--- src/rtl/iiitb_wm_pkg.sv ---
// ---------------------------------------------------------------------------
// iiitb_wm_pkg
// Shared definitions for the programmable washing-machine controller:
// 3-bit state encodings (also exported on state_o), the wash-phase flag and a
// helper that identifies the pausable "working" states.
// ---------------------------------------------------------------------------
package iiitb_wm_pkg;

    localparam logic [2:0] ST_IDLE      = 3'd0;
    localparam logic [2:0] ST_FILL      = 3'd1;
    localparam logic [2:0] ST_DETERGENT = 3'd2;
    localparam logic [2:0] ST_AGITATE   = 3'd3;
    localparam logic [2:0] ST_DRAIN     = 3'd4;
    localparam logic [2:0] ST_SPIN      = 3'd5;
    localparam logic [2:0] ST_DONE      = 3'd6;
    localparam logic [2:0] ST_FAULT     = 3'd7;

    typedef enum logic [2:0] {
        S_IDLE      = ST_IDLE,
        S_FILL      = ST_FILL,
        S_DETERGENT = ST_DETERGENT,
        S_AGITATE   = ST_AGITATE,
        S_DRAIN     = ST_DRAIN,
        S_SPIN      = ST_SPIN,
        S_DONE      = ST_DONE,
        S_FAULT     = ST_FAULT
    } state_e;

    typedef enum logic {
        PH_SOAP  = 1'b0,
        PH_RINSE = 1'b1
    } phase_e;

    // States in which pause is honoured and the door must stay locked.
    function automatic logic is_active(input state_e st);
        return (st == S_FILL) || (st == S_DETERGENT) || (st == S_AGITATE) ||
               (st == S_DRAIN) || (st == S_SPIN);
    endfunction

endpackage

--- src/rtl/iiitb_wm_timer.sv ---
// ---------------------------------------------------------------------------
// iiitb_wm_timer
// Loadable down-counter that stops at zero. Used as the phase timer and as
// the fill/drain watchdog of iiitb_wm_prog.
//   clk_i    : clock
//   rst_ni   : asynchronous active-low reset (count cleared)
//   load_i   : load value_i this cycle (wins over hold_i)
//   value_i  : reload value
//   hold_i   : freeze the count
//   zero_o   : count is zero
// ---------------------------------------------------------------------------
module iiitb_wm_timer #(
    parameter int TIMER_W = 16
) (
    input  logic               clk_i,
    input  logic               rst_ni,
    input  logic               load_i,
    input  logic [TIMER_W-1:0] value_i,
    input  logic               hold_i,
    output logic               zero_o
);

    logic [TIMER_W-1:0] count_q, count_d;

    always_comb begin
        count_d = count_q;
        if (load_i) begin
            count_d = value_i;
        end else if (!hold_i && (count_q != '0)) begin
            count_d = count_q - TIMER_W'(1);
        end
    end

    always_ff @(posedge clk_i or negedge rst_ni) begin
        if (!rst_ni) begin
            count_q <= '0;
        end else begin
            count_q <= count_d;
        end
    end

    assign zero_o = (count_q == '0);

endmodule

--- src/rtl/iiitb_wm_prog.sv ---
// ---------------------------------------------------------------------------
// iiitb_wm_prog
// Programmable washing-machine controller. A programme runs
// FILL -> DETERGENT -> AGITATE -> DRAIN, then cfg_rinses passes of
// FILL -> AGITATE -> DRAIN, then SPIN -> DONE. Durations and rinse count are
// latched when the programme starts. pause freezes the working states; a
// watchdog bounds time spent in FILL and DRAIN and escalates to FAULT.
// Ports:
//   clk, reset_n           : clock, asynchronous active-low reset
//   door_close, start      : door sensor, programme request (level)
//   pause                  : hold request (level)
//   filled, detergent_added, drained : process sensors
//   cfg_wash_time, cfg_rinse_time, cfg_spin_time : durations, cycles-1
//   cfg_rinses             : number of rinse passes
//   door_lock, motor_on, fill_valve_on, drain_valve_on : actuators
//   done, soap_wash, water_wash, fault : status flags
//   state_o, rinse_cnt     : current state encoding, rinses started
// All outputs are registered.
// ---------------------------------------------------------------------------
module iiitb_wm_prog
    import iiitb_wm_pkg::*;
#(
    parameter int TIMER_W      = 16,
    parameter int RINSE_W      = 2,
    parameter int FILL_TIMEOUT = 1000
) (
    input  logic               clk,
    input  logic               reset_n,
    input  logic               door_close,
    input  logic               start,
    input  logic               pause,
    input  logic               filled,
    input  logic               detergent_added,
    input  logic               drained,
    input  logic [TIMER_W-1:0] cfg_wash_time,
    input  logic [TIMER_W-1:0] cfg_rinse_time,
    input  logic [TIMER_W-1:0] cfg_spin_time,
    input  logic [RINSE_W-1:0] cfg_rinses,
    output logic               door_lock,
    output logic               motor_on,
    output logic               fill_valve_on,
    output logic               drain_valve_on,
    output logic               done,
    output logic               soap_wash,
    output logic               water_wash,
    output logic               fault,
    output logic [2:0]         state_o,
    output logic [RINSE_W-1:0] rinse_cnt
);

    localparam logic [TIMER_W-1:0] WD_LOAD = TIMER_W'(FILL_TIMEOUT);

    state_e             state_q, state_d;
    phase_e             phase_q, phase_d;
    logic [TIMER_W-1:0] wash_time_q, wash_time_d;
    logic [TIMER_W-1:0] rinse_time_q, rinse_time_d;
    logic [TIMER_W-1:0] spin_time_q, spin_time_d;
    logic [RINSE_W-1:0] rinses_q, rinses_d;
    logic [RINSE_W-1:0] rinse_cnt_q, rinse_cnt_d;
    logic               drained_seen_q, drained_seen_d;

    logic door_lock_q, door_lock_d;
    logic motor_q, motor_d;
    logic fill_q, fill_d;
    logic drain_q, drain_d;
    logic done_q, done_d;
    logic soap_q, soap_d;
    logic water_q, water_d;
    logic fault_q, fault_d;

    logic               paused;
    logic               ph_load, ph_zero;
    logic [TIMER_W-1:0] ph_value;
    logic               wd_load, wd_zero;

    // Pause only acts on working states; both timers freeze with it.
    assign paused = pause && is_active(state_q);

    iiitb_wm_timer #(.TIMER_W(TIMER_W)) u_phase_timer (
        .clk_i   (clk),
        .rst_ni  (reset_n),
        .load_i  (ph_load),
        .value_i (ph_value),
        .hold_i  (paused),
        .zero_o  (ph_zero)
    );

    iiitb_wm_timer #(.TIMER_W(TIMER_W)) u_watchdog (
        .clk_i   (clk),
        .rst_ni  (reset_n),
        .load_i  (wd_load),
        .value_i (WD_LOAD),
        .hold_i  (paused),
        .zero_o  (wd_zero)
    );

    // Next-state, config latch and counters.
    always_comb begin
        state_d        = state_q;
        phase_d        = phase_q;
        wash_time_d    = wash_time_q;
        rinse_time_d   = rinse_time_q;
        spin_time_d    = spin_time_q;
        rinses_d       = rinses_q;
        rinse_cnt_d    = rinse_cnt_q;
        drained_seen_d = 1'b0;
        ph_load        = 1'b0;
        ph_value       = wash_time_q;

        if (!paused) begin
            case (state_q)
                S_IDLE: begin
                    if (start && door_close) begin
                        wash_time_d  = cfg_wash_time;
                        rinse_time_d = cfg_rinse_time;
                        spin_time_d  = cfg_spin_time;
                        rinses_d     = cfg_rinses;
                        rinse_cnt_d  = '0;
                        phase_d      = PH_SOAP;
                        state_d      = S_FILL;
                    end
                end
                S_FILL: begin
                    // The sensor wins over a watchdog expiring in the same cycle.
                    if (filled) begin
                        if (phase_q == PH_RINSE) begin
                            ph_load  = 1'b1;
                            ph_value = rinse_time_q;
                            state_d  = S_AGITATE;
                        end else begin
                            state_d  = S_DETERGENT;
                        end
                    end else if (wd_zero) begin
                        state_d = S_FAULT;
                    end
                end
                S_DETERGENT: begin
                    if (detergent_added) begin
                        ph_load  = 1'b1;
                        ph_value = wash_time_q;
                        state_d  = S_AGITATE;
                    end
                end
                S_AGITATE: begin
                    if (ph_zero) begin
                        state_d = S_DRAIN;
                    end
                end
                S_DRAIN: begin
                    if (drained) begin
                        if (rinse_cnt_q < rinses_q) begin
                            rinse_cnt_d = rinse_cnt_q + RINSE_W'(1);
                            phase_d     = PH_RINSE;
                            state_d     = S_FILL;
                        end else begin
                            ph_load  = 1'b1;
                            ph_value = spin_time_q;
                            state_d  = S_SPIN;
                        end
                    end else if (wd_zero) begin
                        state_d = S_FAULT;
                    end
                end
                S_SPIN: begin
                    if (ph_zero) begin
                        state_d = S_DONE;
                    end
                end
                S_DONE: begin
                    // Waiting for start to drop stops a held start relaunching.
                    if (!start) begin
                        state_d = S_IDLE;
                    end
                end
                S_FAULT: begin
                    // Once the drum is seen empty the door may unlock; this sticks.
                    drained_seen_d = drained_seen_q || drained;
                    if (drained && !start) begin
                        state_d = S_IDLE;
                    end
                end
                default: begin
                    state_d = S_IDLE;
                end
            endcase
        end

        if (state_d == S_IDLE) begin
            phase_d     = PH_SOAP;
            rinse_cnt_d = '0;
        end
    end

    // Watchdog restarts whenever FILL or DRAIN is freshly entered.
    assign wd_load = (state_d != state_q) && ((state_d == S_FILL) || (state_d == S_DRAIN));

    // Output decode from the next state so outputs align with state_o.
    always_comb begin
        door_lock_d = 1'b0;
        motor_d     = 1'b0;
        fill_d      = 1'b0;
        drain_d     = 1'b0;
        done_d      = 1'b0;
        fault_d     = 1'b0;
        case (state_d)
            S_FILL: begin
                door_lock_d = 1'b1;
                fill_d      = !paused;
            end
            S_DETERGENT: begin
                door_lock_d = 1'b1;
            end
            S_AGITATE: begin
                door_lock_d = 1'b1;
                motor_d     = !paused;
            end
            S_DRAIN: begin
                door_lock_d = 1'b1;
                drain_d     = !paused;
            end
            S_SPIN: begin
                door_lock_d = 1'b1;
                motor_d     = !paused;
                drain_d     = !paused;
            end
            S_DONE: begin
                done_d = 1'b1;
            end
            S_FAULT: begin
                fault_d     = 1'b1;
                door_lock_d = !drained_seen_d;
                drain_d     = !drained_seen_d;
            end
            default: begin
                door_lock_d = 1'b0;
            end
        endcase
        // The soap-phase FILL is the only working state before detergent.
        soap_d  = is_active(state_d) && !((state_d == S_FILL) && (phase_d == PH_SOAP));
        water_d = is_active(state_d) && (phase_d == PH_RINSE);
    end

    always_ff @(posedge clk or negedge reset_n) begin
        if (!reset_n) begin
            state_q        <= S_IDLE;
            phase_q        <= PH_SOAP;
            wash_time_q    <= '0;
            rinse_time_q   <= '0;
            spin_time_q    <= '0;
            rinses_q       <= '0;
            rinse_cnt_q    <= '0;
            drained_seen_q <= 1'b0;
            door_lock_q    <= 1'b0;
            motor_q        <= 1'b0;
            fill_q         <= 1'b0;
            drain_q        <= 1'b0;
            done_q         <= 1'b0;
            soap_q         <= 1'b0;
            water_q        <= 1'b0;
            fault_q        <= 1'b0;
        end else begin
            state_q        <= state_d;
            phase_q        <= phase_d;
            wash_time_q    <= wash_time_d;
            rinse_time_q   <= rinse_time_d;
            spin_time_q    <= spin_time_d;
            rinses_q       <= rinses_d;
            rinse_cnt_q    <= rinse_cnt_d;
            drained_seen_q <= drained_seen_d;
            door_lock_q    <= door_lock_d;
            motor_q        <= motor_d;
            fill_q         <= fill_d;
            drain_q        <= drain_d;
            done_q         <= done_d;
            soap_q         <= soap_d;
            water_q        <= water_d;
            fault_q        <= fault_d;
        end
    end

    assign door_lock      = door_lock_q;
    assign motor_on       = motor_q;
    assign fill_valve_on  = fill_q;
    assign drain_valve_on = drain_q;
    assign done           = done_q;
    assign soap_wash      = soap_q;
    assign water_wash     = water_q;
    assign fault          = fault_q;
    assign state_o        = state_q;
    assign rinse_cnt      = rinse_cnt_q;

endmodule

--- config.mk ---
export PLATFORM = sky130hd
export DESIGN_NAME = iiitb_wm_prog
export DESIGN_NICKNAME = d
export VERILOG_FILES = /design/src/rtl/iiitb_wm_pkg.sv /design/src/rtl/iiitb_wm_timer.sv /design/src/rtl/iiitb_wm_prog.sv
export SDC_FILE = /design/constraint.sdc
export NUM_CORES = 1
export LEC_CHECK = 0
export CAP_MARGIN = 20
export CORE_UTILIZATION = 40
export CTS_CLUSTER_DIAMETER = 80
export DETAILED_ROUTE_END_ITERATION = 16
export PLACE_DENSITY = 0.66
export SLEW_MARGIN = 20
export SYNTH_ARGS = -nofsm -noshare
export SYNTH_HDL_FRONTEND = slang
export SYNTH_HIERARCHICAL = 1
export SYNTH_SLANG_ARGS = --single-unit
--- constraint.sdc ---
create_clock -name clk -period 8.45 [get_ports clk]
set_input_delay 1.2675 -clock clk [delete_from_list [all_inputs] [get_ports clk]]
set_output_delay 1.2675 -clock clk [all_outputs]
set_load 0.05 [all_outputs]
=== Word level (Yosys, flattened, before mapping) ===
Cells that the tools add are included.

* Bits of input ports: 58
* Logic and storage cells: 130
* Register bits: 97
* Output and inout bits: 13

* Eq/ne operators: 19
* Reductions and logical operators: 37
* Muxes and demuxes: 50
* Add/sub/neg operators: 3
* Order comparisons: 1
* Bitwise gates (word level): 2

{| class="wikitable"
|+ Operator list
! cell !! number
|-
| $mux 16 || 9
|-
| $mux 3 || 11
|-
| $logic_not 16->1 || 2
|-
| $pmux 16 s2 || 1
|-
| $reduce_bool 16->1 || 2
|-
| $sub 16x1->16 const B || 2
|-
| $eq 3x3->1 const B || 8
|-
| $pmux 3 s8 || 1
|-
| $mux 1 || 18
|-
| $eq 3x2->1 const B || 4
|-
| $logic_or 1x1->1 || 10
|-
| $mux 2 || 5
|-
| $logic_and 1x1->1 || 9
|-
| $eq 3x1->1 const B || 2
|-
| $logic_not 3->1 || 2
|-
| $pmux 1 s2 || 3
|-
| $reduce_and 5->1 || 1
|-
| $reduce_or 5->1 || 1
|-
| $logic_not 1->1 || 4
|-
| $pmux 2 s2 || 1
|-
| $reduce_bool 2->1 || 2
|-
| $reduce_or 2->1 || 2
|-
| $ne 3x1->1 const B || 1
|-
| $ne 3x2->1 const B || 1
|-
| 9 further kinds || 10
|}

=== Depth between registers and ports, before layout ===
Gate-level depths: netlist of run 1.

* Depth after elaboration: 13
* Depth in mapped cells: 14
* Gate-level depth less buffers: 13

=== Cells and area by module ===
The synthesis of run 1 kept the hierarchy.

{| class="wikitable"
|+ Modules (own cells, without submodules)
! module !! seq. area each (um2) !! times used !! area each (um2) !! cells an instance
|-
| iiitb_wm_prog || 1626.6 || 1 || 3642.2 || 308
|-
| iiitb_wm_timer (u_phase_timer) || 400.4 || 1 || 1083.5 || 131
|-
| iiitb_wm_timer (u_watchdog) || 400.4 || 1 || 1039.7 || 122
|}

=== Least setup slack after synthesis of run 1 ===
OpenSTA, ideal clock, no wires.

* Kind: register to register
* From: reg u_phase_timer.count_q[7]
* To: reg u_watchdog.count_q[0]
* Arrival: 3.657 ns
* Data required time: 8.315 ns
* Slack: 4.658 ns
* Cell stages (with the launch flop): 14
* Buffers on the path: 4
* Setup time: 0.135 ns
* Clock period less this slack: 3.792 ns
* Path through: dfrtp_1 or3_1 buf_2 or4_1 buf_2 nor2_1 mux2_4 a221o_1 a32oi_4 xnor2_1 a311oi_1 clkbuf_1 clkbuf_1 o21ai_0

* Longest elaborated chain between the ends: 8
* Elaborated cells on any way between the ends: 12
* Classes of those cells: eq/ne: 3; mux: 5; reduce/logical: 4

{| class="wikitable"
|+ Ends and longest elaborated chain
! element !! line !! RTL
|-
| start: declaration || iiitb_wm_timer.sv:23 || <nowiki>logic [TIMER_W-1:0] count_q, count_d;</nowiki>
|-
| start signal: assignment || iiitb_wm_timer.sv:38 || <nowiki>count_q <= count_d;</nowiki>
|-
| $logic_not 16->1 (*) || iiitb_wm_timer.sv:42 || <nowiki>assign zero_o = (count_q == '0);</nowiki>
|-
| named net ph_zero || iiitb_wm_prog.sv:72 || <nowiki>logic ph_load, ph_zero;</nowiki>
|-
| $mux 3 (on tied branches) || iiitb_wm_prog.sv:165, iiitb_wm_prog.sv:145 ||
|-
| $pmux 3 s8 (*) || iiitb_wm_prog.sv:111 || <nowiki>case (state_q)</nowiki>
|-
| $mux 3 (*) || iiitb_wm_prog.sv:110 || <nowiki>if (!paused) begin</nowiki>
|-
| named net state_d[0] || iiitb_wm_prog.sv:53 || <nowiki>state_e state_q, state_d;</nowiki>
|-
| $eq 3x1->1 or $eq 3x3->1 (tied branches) || iiitb_wm_prog.sv:195 || <nowiki>assign wd_load = (state_d != state_q) && ((state_d == S_FILL) || (state_d == S_DRAIN));</nowiki>
|-
| $logic_or 1x1->1 || iiitb_wm_prog.sv:195 ||
|-
| $logic_and 1x1->1 (*) || iiitb_wm_prog.sv:195 ||
|-
| named net wd_load || iiitb_wm_prog.sv:74 || <nowiki>logic wd_load, wd_zero;</nowiki>
|-
| $mux 16 or $reduce_bool 2->1 (tied branches) || n/a ||
|-
| end signal: assignment || iiitb_wm_timer.sv:38 ||
|-
| end: declaration || iiitb_wm_timer.sv:23 ||
|}

Mark *: on every way through the listed nets, which the timed path passes. The rest lies on a longest branch.
A chain may end at the register's enable or synchronous reset.

=== Worst setup path after layout of run 1 ===
* From: reg u_phase_timer.count_q[7]
* To: reg u_watchdog.count_q[5]

Same word-level chain as after synthesis.

==> results of run 1 <==
==> flip-flops by register name, summed over array words and instances, names as in the netlist, 2 cells and up <==
| register | flops |
|---|---|
| rinse_time_q | 16 |
| spin_time_q | 16 |
| u_phase_timer/count_q | 16 |
| u_watchdog/count_q | 16 |
| wash_time_q | 16 |
| state_o | 3 |
| rinse_cnt | 2 |
| rinses_q | 2 |
==> how the worst max path moves through the flow <==
stage / endpoint / slack [ps]
floorplan: u_watchdog/count_q[0] / 4660
global placement: u_phase_timer/count_q[10] / 4260
detailed placement: u_phase_timer/count_q[8] / 4130
CTS: u_watchdog/count_q[5] / 4170
global route: u_watchdog/count_q[5] / 3860
finish: u_watchdog/count_q[5] / 4170
==> cell usage in the layout (no fill, tap or decap), types with 6 or more instances in the layout <==
cell	n
a21oi_1	11
a22o_1	17
a311o_1	7
a31oi_1	11
clkbuf_16	9
clkdlybuf4s50_1	69
conb_1	16
dfrtp_1	97
inv_1	21
mux2_2	50
mux2i_1	33
nand2_1	24
nand2b_1	8
nand3_1	19
nand4_1	13
nor2_1	38
nor2b_1	7
nor3_1	17
nor4_1	6
o21ai_0	9
o22ai_1	15
o31ai_1	7
o41ai_1	6
or3_1	9
or4_1	6
==> synthesized netlist by cell type (8+ instances only) <==
master	number
a31oi_1	11
nand4_1	13
o21ai_0	9
mux2_2	50
clkbuf_1	14
a21oi_1	11
mux2i_1	33
nor3_1	17
a22o_1	17
nand2b_1	8
or3_1	9
nand2_1	25
nand3_1	19
dfrtp_1	97
o22ai_1	15
nor2_1	38
inv_1	21
==> power by group <==
part / total [mW] / internal [mW] / switching [mW]
Sequential: 0.917 / 0.690 / 0.228
Clock: 0.432 / 0.236 / 0.196
Combinational: 1.22 / 0.570 / 0.652
==> routing by layer <==
layer  vias to the layer above  global-route usage [%]  share of wire [%]  wire length (um)
met2                       125                    30.9                 48              6420
li1                       2252                       -                  -                 -
met4                         0                    4.50               0.71                95
met1                      2292                    26.1                 47              6320
met5                         -                       0                  0                 0
met3                        10                    4.63                4.4               590
==> stage by stage <==
stage,total power [mW],utilization [%],hold slack [ps],instance area (um^2)
3_5_place_dp,2.14,47.4,497,6630
6_report,2.57,49.7,510,6950
2_1_floorplan,1.84,-,479,5820
4_1_cts,2.59,49.7,514,6950
5_1_grt,2.77,49.7,528,6950
3_3_place_gp,2.09,47.3,489,6610
==> logic make-up after synthesis <==
logic type                 count (synthesis)
AOI/OAI and AO/OA                        125
muxes                                     84
other                                      2
and+or+nand+nor                          192
DFF                                       97
adders and majority gates                  3
xor gates and xnor gates                   3
buffers and inverters                     55
==> final cells by class <==
type,count,area [um^2]
fill,1291,7040
multi-input combinational,423,3150
sequential,97,2430
timing repair buffer,75,748
clock buffer,9,225
tap,180,225
clock inverter,7,90.1
inverter,21,78.8
==> results.md, run 1 <==
- For the pin with the worst max-slew slack, the measured transition is 964 ps.
- The worst hold path terminates at rinses_q[1].
- The slack of the worst reg-to-reg path is 4170 ps.
- The post-synthesis simple-gate area fraction is 18.7%.
- Data on the critical path is required at its endpoint by 8670 ps.
- The setup-violating endpoint count in the final report is 0.
- The total standard cell area after synthesis is 0.00577 mm^2.
- The flow ran to the end, and the final reports show no timing, DRC or antenna violations.
- In this run the most critical hold path is launched from rinses_q[1].
- The detail-routed net length per standard cell is 16.5 um.
- The die footprint is 0.0149 mm^2.
- Sorting the synthesized cells by area gives the leading types as dfrtp_1, mux2_2, mux2i_1.
- The final hold violation count was 0.
- The count of routing violations after the opening detailed-route iteration is 368.
- The max-slew violation count came to 0.
- After global routing the overflow that remains totals 0.
- The synthesized instance count is 561.
- The number of cells traversed by the worst register-to-register path is 12.
- The number of synthesized flops with an enable pin is 0.
- The clock passes through at most 2 buffers.
- The all-layer global routing usage is 19.2%.
- TritonCTS built the clock tree.
- The min-delay analysis places its worst path in the category reg2reg.
- At the end of the flow, the number of nets in the layout was 688.
- The floorplan has 43 rows.
- STA classifies the critical path startpoint as a register.
- The clock root buffer master is clkbuf_16.
- A synthesized cell averages 10.3 um^2.
- Summing the areas of all xor and xnor instances in the mapped netlist gives 0.456% of the synthesized area.
- In the routed layout, each cell is associated on average with a via count of 5.76.
- The endpoint kind of the worst setup timing path is a register.
- The main combinational cell family by area after synthesis is simple AND/OR/NAND/NOR gates.
- Data arrives at the worst endpoint at 4500 ps.
- During synthesis, Yosys emitted a total of 6 warnings.
- The slowest stage of the critical path is the or4_1 cell.
- The critical path goes through or3_1 -> or4_1 -> nor2_1 -> mux2_4 -> a221o_1 -> a32oi_4 -> xnor2_1 -> a311oi_2 -> buf_4 -> inv_1 -> o311ai_0 -> o211ai_1.
- The setup slack of the critical path after layout is 4170 ps.
- The number of instances resized during post-cts repair is 0.
- The post-DP HPWL is 9.28 mm.
- The final route contains 4,679 vias.
- The biggest area contributor in the post-synthesis netlist is dfrtp_1.
- The endpoint identified for the worst register-to-register timing path is u_watchdog/count_q[5].
- The number of design rule violations left after detail routing is 0.
- Together, buffers and inverters on the worst path number 2.
- For this configuration, the core starts out at a cell density of 41.2%.
- The ratio of total power to cell area is 370 mW/mm^2.
- The number of setup buffers added after CTS is 0.
- For this design the static power due to leakage is 2.99 nW.
- The die boundary width is 122 um.
- The deepest level of the CTS H-tree is 3.
- The placed cell count is 796.
- In this run, synthesis produced a sequential element count of 97.
- The post-route netlist has 15.7% of its cells at a drive strength greater than 1.
- In this run the number of cells on the critical path is 12.
- In this run the worst setup path begins at u_phase_timer/count_q[7].
- The first-pass GRT wire length is 22.9 mm.
- The sum of negative setup slack is 0 ps.
- The maximum clock frequency is 0.234 GHz.
- In this run the biggest area consumer among cell types represents 42.1% of the synthesized area.
- Counting every sink on the clock net gives 97.
- The worst clock skew is 9.28 ps.
- The total clock buffers created by CTS is 9.
- The share of the Yosys chip area taken by registers is 42.1%.
- The global placement routability congestion is 0.830.
- The worst setup slack after placement is 4130 ps.
- The shortest period the worst path allows is 4280 ps.
- In the synthesized netlist the dominant register cell turns out to be dfrtp_1.
- The port buffer count is 70.
- The period utilization is 50.6%.
- The max-slew headroom at the worst pin is 34.8%.
- Compared with the post-synthesis result, the final layout area differs by 20.5%.
- The peak supply drop is 0.000249 V.
- The final cell count without fillers is 812.
- The clock reaches the later pin of the worst-skew pair after 350 ps.
- The number of routed nets with antenna violations is 0.
- The hold buffer count at CTS is 0.
- Setup repair after global routing left no endpoint under its margin.
- The post-synthesis compound-gate area fraction is 17.9%.
- The floorplan step set the die height to 122 um.
- The family of cells with the greatest summed delay on the critical path is simple AND/OR/NAND/NOR gates.
- In the synthesized netlist the async set-or-reset flop fraction comes to 100%.
- The adder-cell area share of the yosys netlist is 0.651%.
- The via count of the first global-routing pass is 4,665.
- In this run the critical register-to-register path is launched from u_phase_timer/count_q[7].
- Summed over all layers, the routed wires come to 13.4 mm.
- Multiplexer cells account for 15.8% of the synthesized area.
- Across the run, the number of max-cap violations was 0.
- Counting distinct cell types in the post-synthesis netlist gives 78.
- The critical path class is reg2reg.
- For this run, the detailed router's first-pass iteration total came to 7.
- The core region is 0.0140 mm^2.
- In this run the worst path has a maximum fanout of 22.
- The delay of the slowest critical-path stage is 650 ps.
- Entering global routing, the biggest net connects 74 pins.
- The initial antenna violation count is 0.
- During I/O placement, the number of pins put on the boundary was 71.
- Along the worst hold path, the cell count comes to 1.
- The number of antenna repair diodes is 0.
- The clock edge transition at the registers on the reported setup and hold paths is 70 ps.
Power figures use the tool's default switching activity.
==> inputs of run 2 (changes only) <==
PLACE_DENSITY = 0.68   (was 0.66)
clock period = 3.7 ns   (was 8.45 ns; I/O delays follow)
==> results.md, run 2 (synthesis results as in run 1) <==
- The slew at the pin closest to its max-slew limit was 913 ps (was 964 ps).
- The peak supply drop is 0.000397 V (was 0.000249 V).
- The number of filler cells placed in the layout is 1,270 (was 1,291).
- The endpoint required time on the critical path is 3930 ps (was 8670 ps).
- The post-DP HPWL is 9.81 mm (was 9.28 mm).
- The die footprint came to 0.0149 mm^2 (unchanged).
- Outcome: finished clean (unchanged).
- The leftover overflow at the end of global routing was 0 (unchanged).
- The global routing met1 resource utilization came to 26.0% (was 26.1%).
- The data arrival time of the critical path is 3670 ps (was 4500 ps).
- The global placement routability congestion came to 0.870 (was 0.830).
- The most common cell after layout, fill and taps aside is dfrtp_1 (unchanged).
- The first-pass GRT wire length came to 22.6 mm (was 22.9 mm).
- The deepest level of the CTS H-tree was 3 (unchanged).
- Crit-path cells: or3_1 -> or4_1 -> nor2_2 -> mux2_4 -> a221o_1 -> a32oi_4 -> xnor2_1 -> a311oi_2 -> buf_4 -> inv_1 -> buf_4 -> nand4_1 -> nand3_1 (was or3_1 -> or4_1 -> nor2_1 -> mux2_4 -> a221o_1 -> a32oi_4 -> xnor2_1 -> a311oi_2 -> buf_4 -> inv_1 -> o311ai_0 -> o211ai_1).
- The critical-path cell with the highest stage delay is or4_1 (unchanged).
- The per-cell via count in the routed design was 5.73 (was 5.76).
- The via count is 4,761 (was 4,679).
- The number of instances resized during post-cts repair is 0 (unchanged).
- The worst clock skew is 6.44 ps (was 9.28 ps).
- The die boundary width is 122 um (unchanged).
- The setup slack of the critical path after layout is 265 ps (was 4170 ps).
- The critical path class is reg2reg (unchanged).
- Commonest cells after routing, fill and taps aside: dfrtp_1, clkdlybuf4s50_1, mux2_2 (unchanged).
- The final hold violation count came to 0 (unchanged).
- The port buffer count is 70 (unchanged).
- The pin count of the biggest net entering global routing is 52 (was 74).
- The initial core utilization is 41.2% (unchanged).
- The area used by multi-input combinational logic is 0.00316 mm^2 (was 0.00315 mm^2).
- The share of cells above drive strength 1 was 18.3% (was 15.7%).
- The total stage count of the critical path is 13 (was 12).
- The family of cells with the greatest summed delay on the critical path was simple AND/OR/NAND/NOR gates (unchanged).
- The post-synthesis to final-layout area growth was 22.7% (was 20.5%).
- The standby leakage power was 3.07 nW (was 2.99 nW).
- The met3 layer usage reported by global route is 3.42% (was 4.63%).
- The TritonCTS clock tree is built (unchanged).
- The total buffers and inverters traversed by the critical path is 3 (was 2).
- The setup-violating endpoint count in the final report is 0 (unchanged).
- The period utilization came to 92.8% (was 50.6%).
- The total clock buffers created by CTS was 9 (unchanged).
- The post-CTS setup buffer count came to 0 (unchanged).
- The area taken by flip-flops and latches is 0.00243 mm^2 (unchanged).
- The number of design rule violations left after detail routing is 0 (unchanged).
- The count of routing violations after the opening detailed-route iteration is 305 (was 368).
- The number of routed nets with antenna violations is 0 (unchanged).
- The cell seen most often among critical-path stages is buf_4.
- The all-layer global routing usage is 19.2% (about the same).
- The clock root buffer master is clkbuf_16 (unchanged).
- The capture point of the critical path is u_watchdog/count_q[4] (was u_watchdog/count_q[5]).
- The ratio of total power to cell area is 850 mW/mm^2 (was 370 mW/mm^2).
- The buffer levels on the longest clock path is 2 (unchanged).
- The height of the chip came to 122 um (unchanged).
- The detail-routed net length per standard cell is 16.5 um (about the same).
- The wire length after detailed routing is 13.7 mm (was 13.4 mm).
- The endpoint kind of the worst setup timing path is a register (unchanged).
- The core area is 0.0140 mm^2 (unchanged).
- The number of max-cap violations came to 0 (unchanged).
- The maximum net fanout on the critical path is 13 (was 22).
- The via count of the first global-routing pass is 4,688 (was 4,665).
- The worst-skew pair later-pin latency is 350 ps (about the same).
- The number of antenna repair diodes came to 0 (unchanged).
- The initial antenna violation count is 0 (unchanged).
- The number of cells traversed by the worst register-to-register path is 13 (was 12).
- The sum of negative setup slack came to 0 ps (unchanged).
- Unrepaired setup endpoints after global routing: no (unchanged).
- The launch point of the worst reg-to-reg path was u_phase_timer/count_q[7] (unchanged).
- The layer with the highest usage after global routing is met2 (unchanged).
- The number of top-level design ports was 71 (unchanged).
- The power consumption is 6.01 mW (was 2.57 mW).
- The max-slew headroom at the worst pin is 38.3% (was 34.8%).
- The shortest period the worst path allows was 3440 ps (was 4280 ps).
- The max-slew violation count is 0 (unchanged).
- The destination of the worst register-to-register timing path is u_watchdog/count_q[4] (was u_watchdog/count_q[5]).
- The hold buffer count at CTS is 0 (unchanged).
- The final-stage net count is 707 (was 688).
- The slack of the worst reg-to-reg path is 260 ps (was 4170 ps).
- The type of the most critical hold path is in2async (was reg2reg).
- The site row count came to 43 (unchanged).
- The start point of the critical path is u_phase_timer/count_q[7] (unchanged).
- The worst setup slack after placement is 203 ps (was 4130 ps).
- The clock edge transition at the registers on the reported setup and hold paths came to 70 ps (about the same).
- The delay of the slowest critical-path stage is 570 ps (was 650 ps).
- The maximum clock frequency is 0.291 GHz (was 0.234 GHz).
- The startpoint type of the worst setup path is a register (unchanged).
- The met2 routing resource usage after global routing is 30.6% (was 30.9%).
- The count of clock tree sinks is 97 (unchanged).
- The number of detailed-routing iterations run before antenna repair is 7 (unchanged).
==> run 2: worst min path at each step <==
stage,endpoint,slack (ps),start
global route,fault,270,reset_n
floorplan,done,260,reset_n
finish,soap_wash,220,reset_n
detailed placement,rinse_time_q[13],500,rinse_time_q[13]
global placement,spin_time_q[5],490,spin_time_q[5]
CTS,fill_valve_on,260,reset_n
==> run 2: metrics by stage <==
step / hold slack [ps] / utilization, % / instance area, um^2 / std cells
6_report: 220 / 50.6 / 7080 / 831
3_5_place_dp: 497 / 48.3 / 6760 / 814
3_3_place_gp: 488 / 48.3 / 6760 / 814
2_1_floorplan: 259 / - / 5820 / 575
4_1_cts: 256 / 50.5 / 7070 / 830
5_1_grt: 269 / 50.6 / 7080 / 831
==> run 2: power by group <==
part	internal [mW]	switching, mW
clock network	0.539	0.446
logic	1.41	1.53
registers	1.57	0.507
==> run 2: cell type report <==
class	instances	share of cell area, %
Multi-Input combinational cell	423	44.6
Sequential cell	97	34.3
Timing Repair Buffer	94	12.4
Clock buffer	9	3.18
Tap cell	180	3.18
Clock inverter	7	1.20
Inverter	21	1.11
==> run 2: metal layers <==
metal  vias up  wire length (um)
li1       2289                 -
met1      2352              6630
met2       105              6420
met3        15               467
met4         0               216
met5         -                 0
